--- config.mk ---
export PLATFORM = sky130hd
export DESIGN_NAME = pipe_mem_wb_reg
export DESIGN_NICKNAME = d
export VERILOG_FILES = /design/src/rtl/pipe_pkg.sv /design/src/rtl/pipe_dff.sv /design/src/rtl/pipe_mem_wb_reg.sv
export SDC_FILE = /design/constraint.sdc
export NUM_CORES = 1
export LEC_CHECK = 0
export CAP_MARGIN = 20
export CELL_PAD_IN_SITES_DETAIL_PLACEMENT = 1
export CELL_PAD_IN_SITES_GLOBAL_PLACEMENT = 2
export CORE_AREA = 10 10 320 322
export CTS_BUF_LIST = sky130_fd_sc_hd__clkbuf_8 sky130_fd_sc_hd__clkbuf_16
export CTS_CLUSTER_SIZE = 10
export DETAILED_ROUTE_END_ITERATION = 7
export DIE_AREA = 0 0 330 332
export DONT_BUFFER_PORTS = 1
export GPL_TIMING_DRIVEN = 0
export PLACE_DENSITY_LB_ADDON = 0.25
export SLEW_MARGIN = 0
export SYNTH_ARGS = -nofsm -noshare
export SYNTH_HDL_FRONTEND = slang
export SYNTH_HIERARCHICAL = 1
export SYNTH_SLANG_ARGS = --single-unit
--- constraint.sdc ---
create_clock -name clk -period 0.85 [get_ports clk]
set_clock_uncertainty 0.1 [all_clocks]
set_input_delay 0.17 -clock clk [delete_from_list [all_inputs] [get_ports clk]]
set_output_delay 0.17 -clock clk [all_outputs]
set_load 0.05 [all_outputs]
--- src/rtl/pipe_pkg.sv ---
// pipe_pkg: definitions shared by the pipeline-register slice.
//   - DATA_W / ADDR_W defaults for the data and register-address fields
//   - regfile write-data source codes (rf_mux_sel)
//   - HI/LO write-data source codes (hi_mux_sel / lo_mux_sel)
//   - architectural zero register index
package pipe_pkg;

    localparam int unsigned PIPE_DATA_W = 32;
    localparam int unsigned PIPE_ADDR_W = 5;

    // Regfile write-data source select
    typedef enum logic [2:0] {
        RF_SEL_LO     = 3'd0,
        RF_SEL_PC4    = 3'd1,
        RF_SEL_CLZ    = 3'd2,
        RF_SEL_CP0    = 3'd3,
        RF_SEL_DMEM   = 3'd4,
        RF_SEL_ALU    = 3'd5,
        RF_SEL_HI     = 3'd6,
        RF_SEL_MUL_LO = 3'd7
    } rf_sel_e;

    // HI / LO write-data source select
    typedef enum logic [1:0] {
        HL_SEL_DIV  = 2'd0,
        HL_SEL_MUL  = 2'd1,
        HL_SEL_RS   = 2'd2,
        HL_SEL_ZERO = 2'd3
    } hilo_sel_e;

    localparam logic [PIPE_ADDR_W-1:0] REG_ZERO = '0;

endpackage

--- src/rtl/pipe_dff.sv ---
// pipe_dff: width-parameterised pipeline register.
//   clk   : rising-edge clock
//   rst_n : asynchronous active-low reset, clears q
//   en    : load enable (hold when low)
//   clr   : synchronous clear, overrides en
//   d     : next value
//   q     : registered value
module pipe_dff #(
    parameter int unsigned W = 1
) (
    input  logic         clk,
    input  logic         rst_n,
    input  logic         en,
    input  logic         clr,
    input  logic [W-1:0] d,
    output logic [W-1:0] q
);

    logic [W-1:0] r_q;

    always_ff @(posedge clk or negedge rst_n) begin
        if (!rst_n) begin
            r_q <= '0;
        end else if (clr) begin
            r_q <= '0;
        end else if (en) begin
            r_q <= d;
        end
    end

    assign q = r_q;

endmodule

--- src/rtl/pipe_mem_wb_reg.sv ---
// pipe_mem_wb_reg: MEM/WB pipeline register of the MIPS pipeline.
// Captures MEM-stage results, destination, enables and mux selects and
// presents them to write-back one cycle later. Priority per edge:
// flush > stall > load. Write enables are sanitised so bubbles and writes
// to $0 never reach architectural state.
//   clk, rst_n          : clock, asynchronous active-low reset
//   stall, flush        : hazard-unit hold / bubble insertion
//   mem_valid           : MEM slot holds a real instruction
//   mem_<data> (x12)    : DATA_W-bit results/operands
//   mem_rf_waddr        : destination register
//   mem_*_wena          : regfile / HI / LO write enables
//   mem_*_mux_sel       : write-back source selects
//   wb_*                : registered copies, wb_valid
//   retire_cnt          : retired-instruction counter, present only when
//                         PIPE_MEM_WB_RETIRE_CNT_EN is defined, else 0
module pipe_mem_wb_reg
    import pipe_pkg::*;
#(
    parameter int unsigned DATA_W = PIPE_DATA_W,
    parameter int unsigned ADDR_W = PIPE_ADDR_W
) (
    input  logic              clk,
    input  logic              rst_n,
    input  logic              stall,
    input  logic              flush,
    input  logic              mem_valid,
    input  logic [DATA_W-1:0] mem_mul_hi,
    input  logic [DATA_W-1:0] mem_mul_lo,
    input  logic [DATA_W-1:0] mem_div_r,
    input  logic [DATA_W-1:0] mem_div_q,
    input  logic [DATA_W-1:0] mem_clz_out,
    input  logic [DATA_W-1:0] mem_alu_out,
    input  logic [DATA_W-1:0] mem_dmem_out,
    input  logic [DATA_W-1:0] mem_pc4,
    input  logic [DATA_W-1:0] mem_rs_data_out,
    input  logic [DATA_W-1:0] mem_cp0_out,
    input  logic [DATA_W-1:0] mem_hi_out,
    input  logic [DATA_W-1:0] mem_lo_out,
    input  logic [ADDR_W-1:0] mem_rf_waddr,
    input  logic              mem_rf_wena,
    input  logic              mem_hi_wena,
    input  logic              mem_lo_wena,
    input  logic [1:0]        mem_hi_mux_sel,
    input  logic [1:0]        mem_lo_mux_sel,
    input  logic [2:0]        mem_rf_mux_sel,
    output logic [DATA_W-1:0] wb_mul_hi,
    output logic [DATA_W-1:0] wb_mul_lo,
    output logic [DATA_W-1:0] wb_div_r,
    output logic [DATA_W-1:0] wb_div_q,
    output logic [DATA_W-1:0] wb_clz_out,
    output logic [DATA_W-1:0] wb_alu_out,
    output logic [DATA_W-1:0] wb_dmem_out,
    output logic [DATA_W-1:0] wb_pc4,
    output logic [DATA_W-1:0] wb_rs_data_out,
    output logic [DATA_W-1:0] wb_cp0_out,
    output logic [DATA_W-1:0] wb_hi_out,
    output logic [DATA_W-1:0] wb_lo_out,
    output logic [ADDR_W-1:0] wb_rf_waddr,
    output logic              wb_rf_wena,
    output logic              wb_hi_wena,
    output logic              wb_lo_wena,
    output logic [1:0]        wb_hi_mux_sel,
    output logic [1:0]        wb_lo_mux_sel,
    output logic [2:0]        wb_rf_mux_sel,
    output logic              wb_valid,
    output logic [31:0]       retire_cnt
);

    localparam int unsigned DATA_GRP_W = 12 * DATA_W;
    localparam int unsigned CTRL_GRP_W = ADDR_W + 7;
    localparam int unsigned FLAG_GRP_W = 4;

    logic                  w_load_en;
    logic                  w_rf_wena;
    logic                  w_hi_wena;
    logic                  w_lo_wena;
    logic [DATA_GRP_W-1:0] w_data_d;
    logic [DATA_GRP_W-1:0] w_data_q;
    logic [CTRL_GRP_W-1:0] w_ctrl_d;
    logic [CTRL_GRP_W-1:0] w_ctrl_q;
    logic [FLAG_GRP_W-1:0] w_flag_d;
    logic [FLAG_GRP_W-1:0] w_flag_q;

    assign w_load_en = !stall;

    // Bubbles and $0 destinations never carry a live write enable.
    assign w_rf_wena = mem_rf_wena & mem_valid & (mem_rf_waddr != REG_ZERO);
    assign w_hi_wena = mem_hi_wena & mem_valid;
    assign w_lo_wena = mem_lo_wena & mem_valid;

    assign w_data_d = {mem_mul_hi, mem_mul_lo, mem_div_r, mem_div_q,
                       mem_clz_out, mem_alu_out, mem_dmem_out, mem_pc4,
                       mem_rs_data_out, mem_cp0_out, mem_hi_out, mem_lo_out};
    assign w_ctrl_d = {mem_rf_waddr, mem_hi_mux_sel, mem_lo_mux_sel, mem_rf_mux_sel};
    assign w_flag_d = {mem_valid, w_rf_wena, w_hi_wena, w_lo_wena};

    // flush is the synchronous clear inside pipe_dff, so it beats stall.
    pipe_dff #(.W(DATA_GRP_W)) u_data (
        .clk   (clk),
        .rst_n (rst_n),
        .en    (w_load_en),
        .clr   (flush),
        .d     (w_data_d),
        .q     (w_data_q)
    );

    pipe_dff #(.W(CTRL_GRP_W)) u_ctrl (
        .clk   (clk),
        .rst_n (rst_n),
        .en    (w_load_en),
        .clr   (flush),
        .d     (w_ctrl_d),
        .q     (w_ctrl_q)
    );

    pipe_dff #(.W(FLAG_GRP_W)) u_flag (
        .clk   (clk),
        .rst_n (rst_n),
        .en    (w_load_en),
        .clr   (flush),
        .d     (w_flag_d),
        .q     (w_flag_q)
    );

    assign {wb_mul_hi, wb_mul_lo, wb_div_r, wb_div_q,
            wb_clz_out, wb_alu_out, wb_dmem_out, wb_pc4,
            wb_rs_data_out, wb_cp0_out, wb_hi_out, wb_lo_out} = w_data_q;
    assign {wb_rf_waddr, wb_hi_mux_sel, wb_lo_mux_sel, wb_rf_mux_sel} = w_ctrl_q;
    assign {wb_valid, wb_rf_wena, wb_hi_wena, wb_lo_wena} = w_flag_q;

`ifdef PIPE_MEM_WB_RETIRE_CNT_EN
    logic [31:0] r_retire_cnt;

    always_ff @(posedge clk or negedge rst_n) begin
        if (!rst_n) begin
            r_retire_cnt <= '0;
        end else if (mem_valid && !stall && !flush) begin
            r_retire_cnt <= r_retire_cnt + 32'd1;
        end
    end

    assign retire_cnt = r_retire_cnt;
`else
    assign retire_cnt = '0;
`endif

endmodule

==> results.ini, run 1 <==
[timing]
fin_crit_sh = 1.72
rsz0062_at_grt = yes
timing.final.ws_setup_ns = -0.615
finalSetupViolations = 932
worst_pin_slew_ns = 2.14
finalSetupTns_ns = -303.48
max_freq_mhz = 682
holdWs_ns = -0.815
report.final.slew_viol_count = 160
finalCriticalPeriod_ns = 1.47
finalHoldViolCount = 400
relSlewSlack = -0.424

[floorplan]
ios = 836
die-area_mm2 = 0.110
core_area_mm2 = 0.0960
die_x_um = 330
num_rows = 114
initial_core_util = 0.175
die_y_um = 332

[cts]
clockBufferDepth = 3
clkSinkCount = 400
cts_made_buffers = 50
clk_pin_slew_worst_paths_ns = 0.06
clockRootBuffer = clkbuf_16
htreeDepth = 2
clkLatencyLatePin_ns = 0.60
cts_tree = built

[global_routing]
antenna_found_initial = 4
grt_pass1_wl_um = 101000
grt_usage = 0.122
grt_pass1_vias = 13900
grt_max_degree = 401
grt_overflow_total = 0

[place]
pre_cts_ws_ns = -1.17
io_buffers = 0
place.gp.congestion = 0.766
dp_hpwl_um = 52600

[critical_path]
crit_fanout = 2
required_ns = 0.58
worstSetupEndpointType = primary output
worstPathArrival_ns = 1.20
start_kind = flop
path_class = reg -> out

[final_layout]
drive_gt1_frac = 0.320
final_nets = 2219
area_growth_syn_to_layout_pct = 47.1

[pwr]
p_leak_nw = 11.2
ir_drop_mv = 1.29
power_density_mw_per_mm2 = 2070

[drt]
vias_per_cell = 3.81
drt_iter0_markers = 358
drtPass1Iterations = 4
vias = 11900
avgRoutedWirePerCell_um = 22.4
ant_nets = 0
drc = 0
wl_um = 69900

[job]
drv_cap = 0

[yosys]
synth_cells = 1327
synth_area_per_cell_um2 = 12.7
seq_area_frac_synth = 0.595
synth.distinct_cells = 16
syn_area_mm2 = 0.0168
ys_ff_latch = 400
ys_warn_count = 6

[hold_path]
worst_hold_path_type = in -> async

[outcome]
status = complete, but fails checks
violations = negative hold slack, max-slew violations, negative setup slack

-- synth_stat cells, drive strengths merged --
library cell / count / area [um^2]
o311a: 1 / 10.0
or3: 1 / 6.26
and2: 2 / 12.5
dfrtp: 400 / 10000
inv: 1 / 3.75
clkbuf: 7 / 27.5
nor2: 400 / 1500
mux2i: 400 / 4000
buf: 114 / 1230
conb: 1 / 3.75
-- placed cells by master (no fill, tap or decap), types with 2 or more instances in the layout --
cell,synthesis,routed
mux2i_2,0,3
dfrtp_4,0,4
mux2i_1,400,397
clkbuf_8,0,9
nor2_1,400,400
buf_2,32,36
dlymetal6s2s_1,0,3
and2_1,2,2
conb_1,1,32
clkbuf_16,0,53
clkbuf_1,6,3
inv_1,1,16
buf_8,6,9
dlygate4sd3_1,0,399
dlymetal6s4s_1,0,3
diode_2,0,2
clkinv_2,0,4
buf_12,34,34
dfrtp_2,0,396
clkbuf_2,1,5
buf_4,34,32
-- final timing paths --
| kind | start | to | slack (ns) | depth (start not counted) |
|---|---|---|---|---|
| max | u_data/q[271] | wb_div_q[15] | -0.62 | 0 |
| min | rst_n | u_data/q[111] | -0.82 | 0 |
| max reg2reg | u_ctrl/q[0] | u_ctrl/q[0] | -0.19 | 2 |
| min reg2reg | u_data/q[76] | u_data/q[76] | 0.65 | 2 |
| max in group asynchronous | rst_n | u_data/q[271] | -0.50 | 0 |
| min in group clk | flush | u_ctrl/q[9] | 0.06 | 2 |
-- sequential cells by signal, indices dropped and copies added (netlist names) --
| signal | flops |
|---|---|
| u_ctrl/q | 12 |
| u_flag/q | 4 |
| u_data/q | 384 |
-- kinds of logic after synthesis --
family / after synthesis / synth area share
other: 1 / 0.000223
flip-flops: 400 / 0.595
multiplexers: 400 / 0.238
AND/OR/NAND/NOR: 403 / 0.0904
buffers and inverters: 122 / 0.0751
AO/OA/AOI/OAI: 1 / 0.000595
-- stage by stage --
step | util | total power [mW] | instances | area [um^2]
final | 0.258 | 51.2 | 3124 | 24700
after floorplan | - | 28.1 | 1358 | 17400
after CTS | 0.257 | 52.3 | 3119 | 24700
after detailed placement | 0.198 | 29.4 | 2634 | 19000
after global routing | 0.258 | 53.7 | 3123 | 24700
after global placement | 0.198 | 29.3 | 2634 | 19000
-- layer usage --
layer	routed length, um	track usage	share of wire
met2	38100	0.233	0.55
met1	23100	0.120	0.33
met3	6590	0.0451	0.094
met4	2080	0.0383	0.030
met5	13	0	0.00019
-- layout make-up --
cell class / instances / area [um^2]
tap: 1276 / 1600
multi-input combinational: 836 / 5680
antenna: 2 / 5.00
timing repair buffer: 405 / 4070
clock buffer: 62 / 1450
clock inverter: 21 / 110
sequential: 400 / 10500
inverter: 1 / 7.51
fill: 10600 / 71300
buffer: 121 / 1290
-- where the power goes --
group          total [mW]  internal (mW)  switching [mW]
logic                5.41           2.90            2.51
registers            25.3           20.3            5.03
clock network        20.5           12.1            8.32
total                51.2           35.3            15.9
-- repair_timing --
item                       CTS  global route
pin swaps                    0            33
hold buffers               402             3
hold endpoints to repair   800           403
setup buffers                0             0
gates resized for setup     12            16
setup endpoints to repair  800           800
(Power assumes the default switching activity.)
==> inputs of run 2 (changes only) <==
==> constraint.sdc (replaced) <==
create_clock -name clk -period 0.85 [get_ports clk]
set_clock_uncertainty 0.1 [all_clocks]
set_input_delay 0.085 -clock clk [delete_from_list [all_inputs] [get_ports clk]]
set_output_delay 0.085 -clock clk [all_outputs]
set_load 0.05 [all_outputs]
==> results.ini, run 2 (synthesis results as in run 1) <==
[outcome]
status = complete, but fails checks  ; unchanged
violations = negative hold slack, negative setup slack  ; was negative hold slack, max-slew violations, negative setup slack

[timing]
max_freq_mhz = 731  ; was 682 MHz
holdWs_ns = -0.916  ; was -0.815 ns
finalSetupViolations = 800  ; was 932
report.final.slew_viol_count = 0  ; was 160
finalHoldViolCount = 404  ; was 400
timing.final.ws_setup_ns = -0.517  ; was -0.615 ns
fin_crit_sh = 1.61  ; was 1.72
relSlewSlack = 0.198  ; was -0.424
rsz0062_at_grt = yes  ; unchanged
worst_pin_slew_ns = 1.20  ; was 2.14 ns
finalCriticalPeriod_ns = 1.37  ; was 1.47 ns
finalSetupTns_ns = -240.49  ; was -303.48 ns

[global_routing]
grt_pass1_vias = 14100  ; was 13,900
grt_overflow_total = 0  ; unchanged
grt_usage = 0.126  ; was 0.122
grt_pass1_wl_um = 103000  ; was 101,000 um
antenna_found_initial = 2  ; was 4
grt_max_degree = 401  ; unchanged

[final_layout]
drive_gt1_frac = 0.314  ; was 0.320
nFillCells = 10600  ; about the same
area_growth_syn_to_layout_pct = 46.8  ; was 47.1%
fin_cells = 3126  ; was 3,124
largest_reg_flops = 384  ; unchanged
most-common-layout-cells = 401 x dlygate4sd3_1, 400 x nor2_1, 399 x mux2i_1, 399 x dfrtp_2, 53 x clkbuf_16  ; was 400 x nor2_1, 399 x dlygate4sd3_1, 397 x mux2i_1, 396 x dfrtp_2, 53 x clkbuf_16
final_common_cell = dlygate4sd3_1  ; was nor2_1
final_nets = 2219  ; unchanged
seq_area_mm2 = 0.0105  ; about the same
multi_input_area_mm2 = 0.00567  ; was 0.00568 mm^2

[cts]
clkSinkCount = 400  ; unchanged
htreeDepth = 2  ; unchanged
cts_setup_buffers = 0  ; unchanged
clockRootBuffer = clkbuf_16  ; unchanged
clkLatencyLatePin_ns = 0.60  ; about the same
cts_tree = built  ; unchanged
clk_pin_slew_worst_paths_ns = 0.06  ; about the same
clockBufferDepth = 3  ; unchanged
cts_made_buffers = 50  ; unchanged

[floorplan]
die_y_um = 332  ; unchanged
ios = 836  ; unchanged
core_area_mm2 = 0.0960  ; unchanged
die-area_mm2 = 0.110  ; unchanged
die_x_um = 330  ; unchanged
initial_core_util = 0.175  ; unchanged
num_rows = 114  ; unchanged

[drt]
wl_um = 71700  ; was 69,900 um
avgRoutedWirePerCell_um = 22.9  ; was 22.4 um
vias = 11900  ; about the same
drc = 0  ; unchanged
ant_nets = 0  ; unchanged
drt_iter0_markers = 407  ; was 358
drtPass1Iterations = 6  ; was 4
vias_per_cell = 3.82  ; was 3.81

[place]
dp_hpwl_um = 54300  ; was 52,600 um
place.gp.congestion = 0.749  ; was 0.766
io_buffers = 0  ; unchanged
dp_cells = 2635  ; was 2,634

[critical_path]
worstPathArrival_ns = 1.18  ; was 1.20 ns
worstSetupEndpointType = primary output  ; unchanged
crit_fanout = 2  ; unchanged
required_ns = 0.66  ; was 0.58 ns
start_kind = flop  ; unchanged
path_class = reg -> out  ; unchanged

[pwr]
power_density_mw_per_mm2 = 2070  ; about the same
p_leak_nw = 11.2  ; about the same
ir_drop_mv = 1.32  ; was 1.29 mV

[hold_path]
worst_hold_path_type = in -> async  ; unchanged

[job]
drv_cap = 0  ; unchanged

[run 2: cell types whose count changed in the layout (fill, tap and decap cells not counted), sizes merged]
cell	change
inv	+7
clkbuf	-6
buf	+3
dlymetal6s2s	-3
dlygate4sd3	+2
clkinv	-1
clkinvlp	+1
diode	-1
[run 2: final timing paths]
| check | slack [ns] | end | start | cells after the start |
|---|---|---|---|---|
| max reg2reg | -0.19 | u_data/q[105] | u_data/q[105] | 2 |
| max in group asynchronous | 0.50 | u_data/q[308] | rst_n | 0 |
| max | -0.52 | wb_rf_wena | u_flag/q[2] | 0 |
| min | -0.92 | u_data/q[198] | rst_n | 0 |
| min reg2reg | 0.65 | u_data/q[302] | u_data/q[302] | 2 |
| min in group clk | -0.22 | u_ctrl/q[9] | stall | 3 |
[run 2: final cells by class]
class	count	share of cell area
flip-flops and latches	400	0.426
clock buffers	58	0.0565
plain buffers	121	0.0519
repair buffers	405	0.165
multi-input cells	836	0.230
inverters	1	0.000304
diodes	1	0.000101
well taps	1276	0.0647
clock inverters	28	0.00578
[run 2: where the power goes]
| group | internal [mW] | leakage [nW] | switching [mW] |
|---|---|---|---|
| clock | 11.8 | 0.838 | 8.49 |
| sequential | 20.3 | 4.73 | 5.03 |
| combinational | 2.90 | 5.64 | 2.53 |
| total | 35.0 | 11.2 | 16.1 |
[run 2: per-stage QoR]
| stage | hold slack [ns] | setup WS (ns) | util | total power, mW | instance area, um^2 |
|---|---|---|---|---|---|
| floorplan | -0.311 | -0.251 | - | 27.9 | 17000 |
| global placement | -0.295 | -1.07 | 0.194 | 29.1 | 18600 |
| detailed placement | -0.295 | -1.07 | 0.194 | 29.3 | 18600 |
| CTS | -0.981 | -0.607 | 0.256 | 52.1 | 24500 |
| global route | -0.970 | -0.589 | 0.257 | 53.5 | 24700 |
| finish | -0.916 | -0.517 | 0.257 | 51.1 | 24700 |
[run 2: what timing repair did]
| action | 4_1_cts | 5_1_grt |
|---|---|---|
| pin swaps | 0 | 32 |
| endpoints found under the hold margin | 800 | 416 |
| hold buffers | 394 | 10 |
| endpoints found under the setup margin | 800 | 800 |
| gates resized for setup | 365 | 6 |
[run 2: per-layer routing]
metal	up-vias	track usage	wire length, um
met5	-	0	30
met4	4	0.0376	1830
met3	86	0.0479	6560
met2	469	0.238	39300
met1	6095	0.124	24000
li1	5292	-	-
==> inputs of run 3 (changes only) <==
--- a/config.mk
+++ b/config.mk
@@ -5,17 +5,19 @@
 export SDC_FILE = /design/constraint.sdc
 export NUM_CORES = 1
 export LEC_CHECK = 0
+export ABC_AREA = 1
 export CAP_MARGIN = 20
 export CELL_PAD_IN_SITES_DETAIL_PLACEMENT = 1
 export CELL_PAD_IN_SITES_GLOBAL_PLACEMENT = 2
-export CORE_AREA = 10 10 320 322
+export CORE_AREA = 10 10 319 321
 export CTS_BUF_LIST = sky130_fd_sc_hd__clkbuf_8 sky130_fd_sc_hd__clkbuf_16
 export CTS_CLUSTER_SIZE = 10
 export DETAILED_ROUTE_END_ITERATION = 7
-export DIE_AREA = 0 0 330 332
+export DIE_AREA = 0 0 329 331
 export DONT_BUFFER_PORTS = 1
+export GPL_ROUTABILITY_DRIVEN = 0
 export GPL_TIMING_DRIVEN = 0
-export PLACE_DENSITY_LB_ADDON = 0.25
+export PLACE_DENSITY = 0.49
 export SLEW_MARGIN = 0
 export SYNTH_ARGS = -nofsm -noshare
 export SYNTH_HDL_FRONTEND = slang
==> results.ini, run 3 <==
[timing]
finalSetupViolations = 800  ; unchanged
worst_pin_slew_ns = 1.23  ; was 1.20 ns
rsz0062_at_grt = yes  ; unchanged
fin_crit_sh = 1.64  ; was 1.61
finalHoldViolCount = 436  ; was 404
timing.final.ws_setup_ns = -0.540  ; was -0.517 ns
finalCriticalPeriod_ns = 1.39  ; was 1.37 ns
relSlewSlack = 0.177  ; was 0.198
report.final.slew_viol_count = 0  ; unchanged
holdWs_ns = -0.909  ; was -0.916 ns
finalSetupTns_ns = -203.82  ; was -240.49 ns
max_freq_mhz = 719  ; was 731 MHz

[pwr]
seq_power_share = 0.496  ; about the same
p_leak_nw = 11.7  ; was 11.2 nW
total_power_mw = 51.1  ; about the same
swShare = 0.319  ; was 0.314
internal_power_mw = 34.8  ; was 35.0 mW
p_clk_frac = 0.405  ; was 0.398
ir_drop_mv = 1.23  ; was 1.32 mV
p_sw_mw = 16.3  ; was 16.1 mW
power_frac_comb = 0.100  ; was 0.106
power_density_mw_per_mm2 = 2070  ; about the same

[floorplan]
die_x_um = 329  ; was 330 um
core_area_mm2 = 0.0957  ; was 0.0960 mm^2
ios = 836  ; unchanged
die-area_mm2 = 0.109  ; was 0.110 mm^2
num_rows = 114  ; unchanged
die_y_um = 331  ; was 332 um
initial_core_util = 0.171  ; was 0.175

[global_routing]
antenna_found_initial = 6  ; was 2
grt_pass1_vias = 16400  ; was 14,100
grt_max_degree = 401  ; unchanged
grt_overflow_total = 0  ; unchanged
grt_usage = 0.141  ; was 0.126
grt_pass1_wl_um = 116000  ; was 103,000 um

[final_layout]
drive_gt1_frac = 0.327  ; was 0.314
area_growth_syn_to_layout_pct = 51.0  ; was 46.8%
most-common-layout-cells = 688 x nand2_1, 404 x dlygate4sd3_1, 401 x nand3_1, 395 x dfrtp_2, 116 x nand2_2  ; was 401 x dlygate4sd3_1, 400 x nor2_1, 399 x mux2i_1, 399 x dfrtp_2, 53 x clkbuf_16
final_nets = 2679  ; was 2,219
final_util = 0.257  ; about the same
nFillCells = 11000  ; was 10,600
final_cell_area_mm2 = 0.0246  ; was 0.0247 mm^2
seq_area_mm2 = 0.0105  ; about the same
final_common_cell = nand2_1  ; was dlygate4sd3_1
largest_reg_flops = 384  ; unchanged
multi_input_area_mm2 = 0.00548  ; was 0.00567 mm^2
fin_cells = 3586  ; was 3,126

[drt]
wl_um = 81200  ; was 71,700 um
avgRoutedWirePerCell_um = 22.6  ; was 22.9 um
drt_iter0_markers = 447  ; was 407
drc = 0  ; unchanged
wl_met2_um = 42400  ; was 39,300 um
ant_nets = 0  ; unchanged
vias = 14400  ; was 11,900
vias_per_cell = 4.02  ; was 3.82
wl_met3_um = 7430  ; was 6560 um
drtPass1Iterations = 4  ; was 6
highest_layer = met5  ; unchanged
wl_met1_um = 28900  ; was 24,000 um

[place]
pre_cts_ws_ns = -1.21  ; was -1.07 ns
dpl_cell_area_mm2 = 0.0181  ; was 0.0186 mm^2
io_buffers = 0  ; unchanged
dp_hpwl_um = 61800  ; was 54,300 um
dp_cells = 3089  ; was 2,635

[yosys]
synth_cells = 1782  ; was 1,327
synth_most_common_cell = nand2_1
synth_ff_type = dfrtp_1  ; unchanged
synth.distinct_cells = 15  ; was 16
seq_area_frac_synth = 0.613  ; was 0.595
syn_area_mm2 = 0.0163  ; was 0.0168 mm^2
synth_top_area_share = 0.613  ; was 0.595
synthTopCellsByArea = dfrtp_1 61%, nand2_1 18%, nand3_1 12%  ; was dfrtp_1 60%, mux2i_1 24%, nor2_1 8.9%
ys_warn_count = 6  ; unchanged
synth_area_leader_cell = dfrtp_1  ; unchanged
synth_edf_count = 0  ; unchanged
synth_commonest_cells = 804 x nand2_1, 401 x nand3_1, 400 x dfrtp_1, 59 x buf_2, 58 x buf_4  ; was 400 x dfrtp_1, 400 x mux2i_1, 400 x nor2_1, 34 x buf_12, 34 x buf_4
synth_area_per_cell_um2 = 9.16  ; was 12.7 um^2
async_reset_ff_frac = 1.00  ; unchanged
ys_ff_latch = 400  ; unchanged

[critical_path]
crit_fanout = 2  ; unchanged
start_kind = flop  ; unchanged
reg2regPathDepth = 2  ; unchanged
path_class = reg -> out  ; unchanged
required_ns = 0.66  ; about the same
worstSetupEndpointType = primary output  ; unchanged
reg2reg_setup_slack_ns = -0.08  ; was -0.19 ns
worst-path-stages = 0  ; unchanged
worstPathArrival_ns = 1.21  ; was 1.18 ns

[cts]
clkSinkCount = 400  ; unchanged
cts_tree = built  ; unchanged
htreeDepth = 2  ; unchanged
clockBufferDepth = 3  ; unchanged
clk_pin_slew_worst_paths_ns = 0.06  ; about the same
clkLatencyLatePin_ns = 0.59  ; was 0.60 ns
cts_made_buffers = 50  ; unchanged
clockRootBuffer = clkbuf_16  ; unchanged

[outcome]
violations = negative hold slack, negative setup slack  ; unchanged
status = complete, but fails checks  ; unchanged

[hold_path]
worst_hold_path_type = in -> async  ; unchanged

[job]
drv_cap = 0  ; unchanged

-- run 3: power by group through the flow --
stage / logic, mW / registers (mW) / clock network, mW
global placement: 3.17 / 25.4 / 0
global route: 5.59 / 25.5 / 22.3
CTS: 5.09 / 25.3 / 21.5
floorplan: 2.38 / 24.8 / 0
detailed placement: 3.28 / 25.4 / 0
finish: 5.09 / 25.3 / 20.7
-- run 3: final timing paths --
check | startpoint | endpoint
hold / removal | rst_n | u_data/q[267]
hold reg to reg | u_data/q[371] | u_data/q[371]
setup reg to reg | u_data/q[25] | u_data/q[25]
min in group clk | flush | u_ctrl/q[11]
max in group asynchronous | rst_n | u_data/q[74]
setup / recovery | u_data/q[25] | wb_lo_out[25]
-- run 3: timing repair --
item / CTS / global route
endpoints found under the setup margin: 800 / 800
endpoints found under the hold margin: 800 / 439
pin swaps: 405 / 10
gates resized for setup: 431 / 116
setup buffers: 5 / 1
hold buffers: 406 / 1
-- run 3: final cells by class --
class,instances,area share
Buffer,162,0.0542
Tap cell,1276,0.0648
Clock inverter,21,0.00447
Clock buffer,62,0.0588
Timing Repair Buffer,410,0.166
Sequential cell,400,0.427
Antenna cell,4,0.000406
Multi-Input combinational cell,1242,0.222
Inverter,9,0.00152
-- run 3: cells by family (layout without fill, tap and decap cells) --
| logic type | after synthesis | count (layout) | synth area share |
|---|---|---|---|
| buffers and inverters | 171 | 664 | 0.0760 |
| and+or+nand+nor | 1210 | 1210 | 0.310 |
| DFF | 400 | 400 | 0.613 |
| other | 1 | 36 | 0.000230 |
-- run 3: routing by layer --
metal  vias to the layer above  track usage
li1                       6614            -
met1                      7135        0.147
met2                       556        0.258
met3                       109       0.0535
met4                         4       0.0466
met5                         -            0
